File: src/rtl/f2sdram_safe_terminator_v2.sv
// f2sdram_safe_terminator_v2: parks one f2sdram Avalon-MM port cleanly on a core-reload request
// Ports: clk/rst_n (async active-low); term_req starts termination.
//   *_slave: user-facing Avalon-MM slave port. *_master: f2sdram-facing master port.
//   term_busy/term_done/timeout_flag/outstanding_reads: termination status.
module f2sdram_safe_terminator_v2 #(
  parameter int DATA_WIDTH = 64,
  parameter int BURSTCOUNT_WIDTH = 8,
  parameter int ADDRESS_WIDTH = 29,
  parameter int OUTSTANDING_WIDTH = 10,
  parameter int TIMEOUT_CYCLES = 65535,
  localparam int BYTEENABLE_WIDTH = DATA_WIDTH / 8
) (
  input  logic                         clk,
  input  logic                         rst_n,
  input  logic                         term_req,
  input  logic                         waitrequest_master,
  output logic [BURSTCOUNT_WIDTH-1:0]  burstcount_master,
  output logic [ADDRESS_WIDTH-1:0]     address_master,
  input  logic [DATA_WIDTH-1:0]        readdata_master,
  input  logic                         readdatavalid_master,
  output logic                         read_master,
  output logic [DATA_WIDTH-1:0]        writedata_master,
  output logic [BYTEENABLE_WIDTH-1:0]  byteenable_master,
  output logic                         write_master,
  output logic                         waitrequest_slave,
  input  logic [BURSTCOUNT_WIDTH-1:0]  burstcount_slave,
  input  logic [ADDRESS_WIDTH-1:0]     address_slave,
  output logic [DATA_WIDTH-1:0]        readdata_slave,
  output logic                         readdatavalid_slave,
  input  logic                         read_slave,
  input  logic [DATA_WIDTH-1:0]        writedata_slave,
  input  logic [BYTEENABLE_WIDTH-1:0]  byteenable_slave,
  input  logic                         write_slave,
  output logic                         term_busy,
  output logic                         term_done,
  output logic                         timeout_flag,
  output logic [OUTSTANDING_WIDTH-1:0] outstanding_reads
);
  localparam int SW = (OUTSTANDING_WIDTH > BURSTCOUNT_WIDTH ? OUTSTANDING_WIDTH : BURSTCOUNT_WIDTH) + 1;
  localparam int TW = TIMEOUT_CYCLES > 0 ? $clog2(TIMEOUT_CYCLES + 1) : 1;
  typedef enum logic [2:0] {PASS, WR_FINISH, RD_HOLD, RD_DRAIN, SAFE} state_t;
  state_t state_q, state_d;
  logic [ADDRESS_WIDTH-1:0] addr_q, addr_d;
  logic [BURSTCOUNT_WIDTH-1:0] bc_q, bc_d, acc_q, acc_d, rem_q, rem_d, acc_now, rem_now;
  logic wr_act_q, wr_act_d, flag_q, flag_d;
  logic [OUTSTANDING_WIDTH-1:0] cnt_q, cnt_d;
  logic [TW-1:0] tmo_q, tmo_d;
  logic [SW-1:0] sum_a, sum_b;
  logic pass, busy, rd_acc, wr_acc, wr_cont, tmo_hit;
  assign pass = state_q == PASS;
  assign busy = !pass && state_q != SAFE;
  assign read_master = pass ? read_slave : state_q == RD_HOLD;
  assign write_master = pass ? write_slave : state_q == WR_FINISH;
  assign address_master = pass ? address_slave : addr_q;
  assign burstcount_master = pass ? burstcount_slave : bc_q;
  assign writedata_master = pass ? writedata_slave : '0;
  assign byteenable_master = pass ? byteenable_slave : '0;
  assign waitrequest_slave = pass ? waitrequest_master : 1'b1;
  assign readdatavalid_slave = pass && readdatavalid_master;
  assign readdata_slave = readdata_master;
  assign term_busy = busy;
  assign term_done = state_q == SAFE;
  assign timeout_flag = flag_q;
  assign outstanding_reads = cnt_q;
  assign rd_acc = read_master && !waitrequest_master;
  assign wr_acc = write_slave && !waitrequest_master;
  // beats of the current write burst accepted so far, including this cycle
  assign acc_now = (wr_act_q ? acc_q : '0) + BURSTCOUNT_WIDTH'(wr_acc);
  assign rem_now = (wr_act_q ? bc_q : burstcount_slave) - acc_now;
  assign wr_cont = (wr_act_q || write_slave) && rem_now != '0;
  // wide sum so saturation and zero-clamping can be judged before truncation
  assign sum_a = SW'(cnt_q) + (rd_acc ? SW'(burstcount_master) : '0);
  assign sum_b = sum_a - SW'(readdatavalid_master && sum_a != '0);
  assign tmo_hit = (TIMEOUT_CYCLES != 0) && busy && tmo_q == TW'(TIMEOUT_CYCLES - 1);
  always_comb begin
    state_d = state_q;
    addr_d = addr_q;
    bc_d = bc_q;
    acc_d = acc_q;
    rem_d = rem_q;
    wr_act_d = wr_act_q;
    flag_d = flag_q;
    cnt_d = |sum_b[SW-1:OUTSTANDING_WIDTH] ? '1 : sum_b[OUTSTANDING_WIDTH-1:0];
    case (state_q)
      PASS: begin
        if (write_slave && !wr_act_q) begin
          addr_d = address_slave;
          bc_d = burstcount_slave;
        end
        acc_d = acc_now;
        rem_d = rem_now;
        wr_act_d = wr_cont && !term_req;
        if (term_req) begin
          if (wr_cont) state_d = WR_FINISH;
          else if (read_slave && waitrequest_master) begin
            state_d = RD_HOLD;
            addr_d = address_slave;
            bc_d = burstcount_slave;
          end else state_d = RD_DRAIN;
        end
      end
      WR_FINISH: begin
        rem_d = waitrequest_master ? rem_q : rem_q - BURSTCOUNT_WIDTH'(1);
        state_d = (!waitrequest_master && rem_q == BURSTCOUNT_WIDTH'(1)) ? RD_DRAIN : WR_FINISH;
      end
      RD_HOLD: state_d = waitrequest_master ? RD_HOLD : RD_DRAIN;
      RD_DRAIN: state_d = cnt_d == '0 ? SAFE : RD_DRAIN;
      SAFE: state_d = term_req ? SAFE : PASS;
      default: state_d = PASS;
    endcase
    if (tmo_hit) begin
      state_d = SAFE;
      flag_d = 1'b1;
      cnt_d = '0;
    end
    tmo_d = (busy && state_d != PASS && state_d != SAFE) ? tmo_q + TW'(1) : '0;
  end
  always_ff @(posedge clk or negedge rst_n) begin
    if (!rst_n) begin
      state_q <= PASS;
      addr_q <= '0;
      bc_q <= '0;
      acc_q <= '0;
      rem_q <= '0;
      wr_act_q <= 1'b0;
      flag_q <= 1'b0;
      cnt_q <= '0;
      tmo_q <= '0;
    end else begin
      state_q <= state_d;
      addr_q <= addr_d;
      bc_q <= bc_d;
      acc_q <= acc_d;
      rem_q <= rem_d;
      wr_act_q <= wr_act_d;
      flag_q <= flag_d;
      cnt_q <= cnt_d;
      tmo_q <= tmo_d;
    end
  end
endmodule

File: config.mk
export PLATFORM = sky130hd
export DESIGN_NAME = f2sdram_safe_terminator_v2
export DESIGN_NICKNAME = d
export VERILOG_FILES = /design/src/rtl/f2sdram_safe_terminator_v2.sv
export SDC_FILE = /design/constraint.sdc
export NUM_CORES = 1
export LEC_CHECK = 0
export ABC_AREA = 1
export BUFFER_PORTS_ARGS = -buffer_cell sky130_fd_sc_hd__buf_2
export CAP_MARGIN = 20
export CORE_AREA = 5 5 142 144
export CTS_BUF_LIST = sky130_fd_sc_hd__clkbuf_8
export DETAILED_ROUTE_END_ITERATION = 6
export DIE_AREA = 0 0 147 149
export PLACE_DENSITY = 0.78
export REMOVE_ABC_BUFFERS = 1
export SLEW_MARGIN = 30
export SYNTH_ARGS = -nofsm -noshare
export SYNTH_HDL_FRONTEND = slang
export SYNTH_SLANG_ARGS = --single-unit
export TNS_END_PERCENT = 5
File: constraint.sdc
create_clock -name clk -period 6.8 [get_ports clk]
set_clock_uncertainty 0.05 [all_clocks]
set_input_delay 0.34 -clock clk [delete_from_list [all_inputs] [get_ports clk]]
set_output_delay 0.34 -clock clk [all_outputs]
set_load 0.03 [all_outputs]
==> impl_results.md <==
* Worst Reg2Reg Path Length in Cells at 38
* Gpl congestion at 0.920
* # setup viols final at 0
* Vias in the first global route at 7220
* Routed Antenna Nets at 0
* Rows at 50
* Total global routing overflow at 0
* Clk Tree Root Cell: clkbuf_8
* Internal power at 1.68 mW
* Worst r2r src: state_q[1]
* Crit Path Class: flop to flop
* Kind of end point of the critical path: flop
* Final Hold Vio Count at 0
* Post-cts sizing count at 0
* Initial antenna violation count at 0
* Initial DRC count at 364
* Critical path data required time at 7.01 ns
* Via-to-Cell Ratio at 5.20
* Drt drc at 0
* Layout cell share with drive strength beyond 1 at 25.0%
* Peak VDD IR at 270 µV
* Gate power share at 69.8%
* Slew headroom at 38.9%
* Min Tclk post-route at 5.62 ns
* CP Data Arrival Time at 5.83 ns
* Avg Cell Area, Syn at 6.62 µm²
* Post-Syn Area at 7400 µm²
* DRT Wirelength at 28.0 mm
* Layout Nets at 1476
* Vias at 7848
* Tcrit/Tclk final at 82.7%
* Worst hold slack at 0.186 ns
* RSZ-0062 raised after global routing: no
* Core region area at 18600 µm²
* Core Util, Final at 45.8%
* TritonCTS clock tree: done
* Routed WL per cell at 18.6 µm
* Sequential share of power at 20.5%
* Ys flop type: dfrtp_1
* Number of cells produced by synthesis at 1118
* DR pass1 iterations at 5
* Hold crit path type: input pin to flop
* Top cell by count, worst path: nand2_1
* Sw Ratio at 58.6%
* Chip height at 149 µm
* Reg2reg end: tmo_q[4]
* FF/Latch Area at 2100 µm²
* Clock sink count at 84
* Register area share after synthesis at 28.4%
* Setup WS post-layout at 1.18 ns
* Number of library cell types mapped by synthesis at 44
* Element type at the critical path start: flop
* Min-delay src: address_slave[7]
* Setup bufs post-CTS at 0
* Clock buffer depth at 2
* Area of the multi-input gates at 3890 µm²
* Hold depth at 3
* Clock slew at reported path FFs at 0.10 ns
* Achievable Freq at 178 MHz
* Pre-CTS setup slack at 1.23 ns
* Slowest CP cell: dfrtp_1
* Status: complete, no violations
* Port buffer count at 241
* Die X-Extent at 147 µm
* Reg2Reg Setup Slack at 1.18 ns
* Max cap viols at 0
* Number of buffers created by CTS at 9
* Largest stage delay, worst path at 0.41 ns
* I/O Pins at 370
* Synth Register Bits at 84
* LEAKAGE at 4.78 nW
* Worst-Skew Late Latency at 0.39 ns
* First-pass GRT wire length at 41.2 mm
* Initial Util at 39.8%
* Async set-reset flop share out of synthesis at 100%
* Deepest level of the CTS H-tree at 3
* DP HPWL at 22.5 mm
* Largest net degree at the start of global routing at 72
* # diodes at 0
* Cell Pwr Density at 477 nW/µm²
* Post-synth EDFFs at 0
* All-Layer GR Usage at 24.5%
* Worst-Margin Slew at 0.916 ns
* CP max FO at 62
* CTS Hold Bufs at 1
* Yosys warns at 0
* Die area at 21900 µm²
* Worst Hold End: addr_q[7]
* Psw at 2.38 mW
* Fillers at 1933
* Clk pwr share at 9.7%
* Final max-slew violation count at 0
* Area grow syn2layout at 15.1%
[flip-flops by register name (all words and copies together), names as in the netlist]
signal,flops
timeout_flag,1
tmo_q,16
rem_q,8
wr_act_q,1
outstanding_reads,10
addr_q,29
state_q,3
bc_q,8
acc_q,8
[how the worst max path moves through the flow]
stage | cells past startpoint | from | slack (ns) | endpoint
floorplan | 37 | state_q[1] | -0.80 | tmo_q[0]
global placement | 38 | state_q[1] | 1.48 | tmo_q[0]
detailed placement | 38 | state_q[1] | 1.23 | tmo_q[4]
CTS | 38 | state_q[1] | 1.21 | tmo_q[4]
global route | 38 | state_q[1] | 0.53 | tmo_q[4]
finish | 38 | state_q[1] | 1.18 | tmo_q[4]
[layout make-up]
class,count,area share (%)
Clock buffer,9,1.46
Clock inverter,7,0.941
Inverter,198,8.78
Multi-Input combinational cell,729,45.7
Sequential cell,84,24.7
Tap cell,234,3.44
Timing Repair Buffer,249,15.0
[cell usage after synthesis (2+ instances only)]
cell type / number / area share (%)
clkbuf_1: 33 / 1.7
xnor2_1: 3 / 0.36
nor2_1: 144 / 7.3
inv_2: 3 / 0.15
nor3_1: 10 / 0.68
o311ai_1: 19 / 2.2
nand3_1: 53 / 3.6
fa_1: 2 / 0.54
buf_2: 6 / 0.41
nand4_1: 10 / 0.85
nand2_4: 3 / 0.46
buf_4: 65 / 6.6
o211ai_1: 36 / 3.7
nor2_2: 6 / 0.51
nor4_1: 4 / 0.34
nand3_2: 6 / 0.81
ha_1: 23 / 3.9
o2111ai_1: 3 / 0.36
o21ai_0: 77 / 5.2
inv_1: 193 / 9.8
nand2_1: 216 / 11
nor2_4: 14 / 2.1
clkinv_1: 2 / 0.10
xor2_1: 18 / 2.1
a21oi_1: 52 / 3.5
dfrtp_1: 84 / 28
buf_1: 2 / 0.10
nand2_2: 15 / 1.3
[per-layer routing]
metal | wire length (µm) | part of all wire (%) | global-route usage (%) | up-vias
met4 | 348 | 1.2 | 4.85 | 4
met1 | 12400 | 44 | 33.6 | 3588
met3 | 4110 | 15 | 13.5 | 26
met5 | 129 | 0.46 | 5.00 | -
met2 | 11000 | 39 | 33.5 | 430
li1 | - | - | - | 3800
[per-stage QoR]
stage          power, mW  instance area (µm²)  instances  TNS [ns]
2_1_floorplan       2.89                 6730       1011    -16.90
3_3_place_gp        3.61                 8290       1493         0
3_5_place_dp        3.66                 8290       1493         0
6_report            4.06                 8510       1510         0
4_1_cts             4.07                 8510       1510         0
5_1_grt             4.40                 8510       1510         0
[kinds of logic (layout without fill, tap and decap cells)]
kind of cell | count (synthesis) | count (layout) | synth area share, %
AND/OR/NAND/NOR | 485 | 485 | 29.4
buffers and inverters | 305 | 463 | 19.1
AO/OA/AOI/OAI | 198 | 198 | 16.2
flip-flops | 84 | 84 | 28.4
adder cells (fa/ha/maj) | 25 | 25 | 4.43
XOR/XNOR | 21 | 21 | 2.49
[critical path, delay by kind of cell, from the launching register on]
family / cells / cell delay, ns
buf+inv: 8 / 1.02
simple gates: 24 / 2.71
compound gates: 3 / 0.50
flops: 1 / 0.41
fa+ha+maj: 3 / 0.78
[power groups by stage]
| stage | Sequential, mW | Combinational, mW | Clock (mW) |
|---|---|---|---|
| 3_5_place_dp | 0.838 | 2.83 | 0 |
| 2_1_floorplan | 0.863 | 2.02 | 0 |
| 3_3_place_gp | 0.832 | 2.77 | 0 |
| 5_1_grt | 0.856 | 3.12 | 0.425 |
| 4_1_cts | 0.830 | 2.83 | 0.409 |
| 6_report | 0.833 | 2.84 | 0.394 |
[placed cells by master (no fill, tap or decap), types with 2 or more instances in the layout]
master,n
nand3_2,6
xor2_1,18
nor4_1,4
o2111ai_1,3
nand2_2,15
clkbuf_8,9
nand2_1,216
nor3_1,10
nor2_2,6
a21oi_1,52
nand3_1,53
o211ai_1,36
buf_2,240
inv_1,192
nand2_4,3
o311ai_1,19
ha_1,23
buf_4,7
xnor2_1,3
fa_1,2
nor2_1,143
dfrtp_1,84
inv_2,2
clkinv_2,2
nand4_1,10
o21ai_0,77
clkinv_1,2
nor2_4,15
inv_6,3
Note: power is estimated with default switching activity, not from simulation.
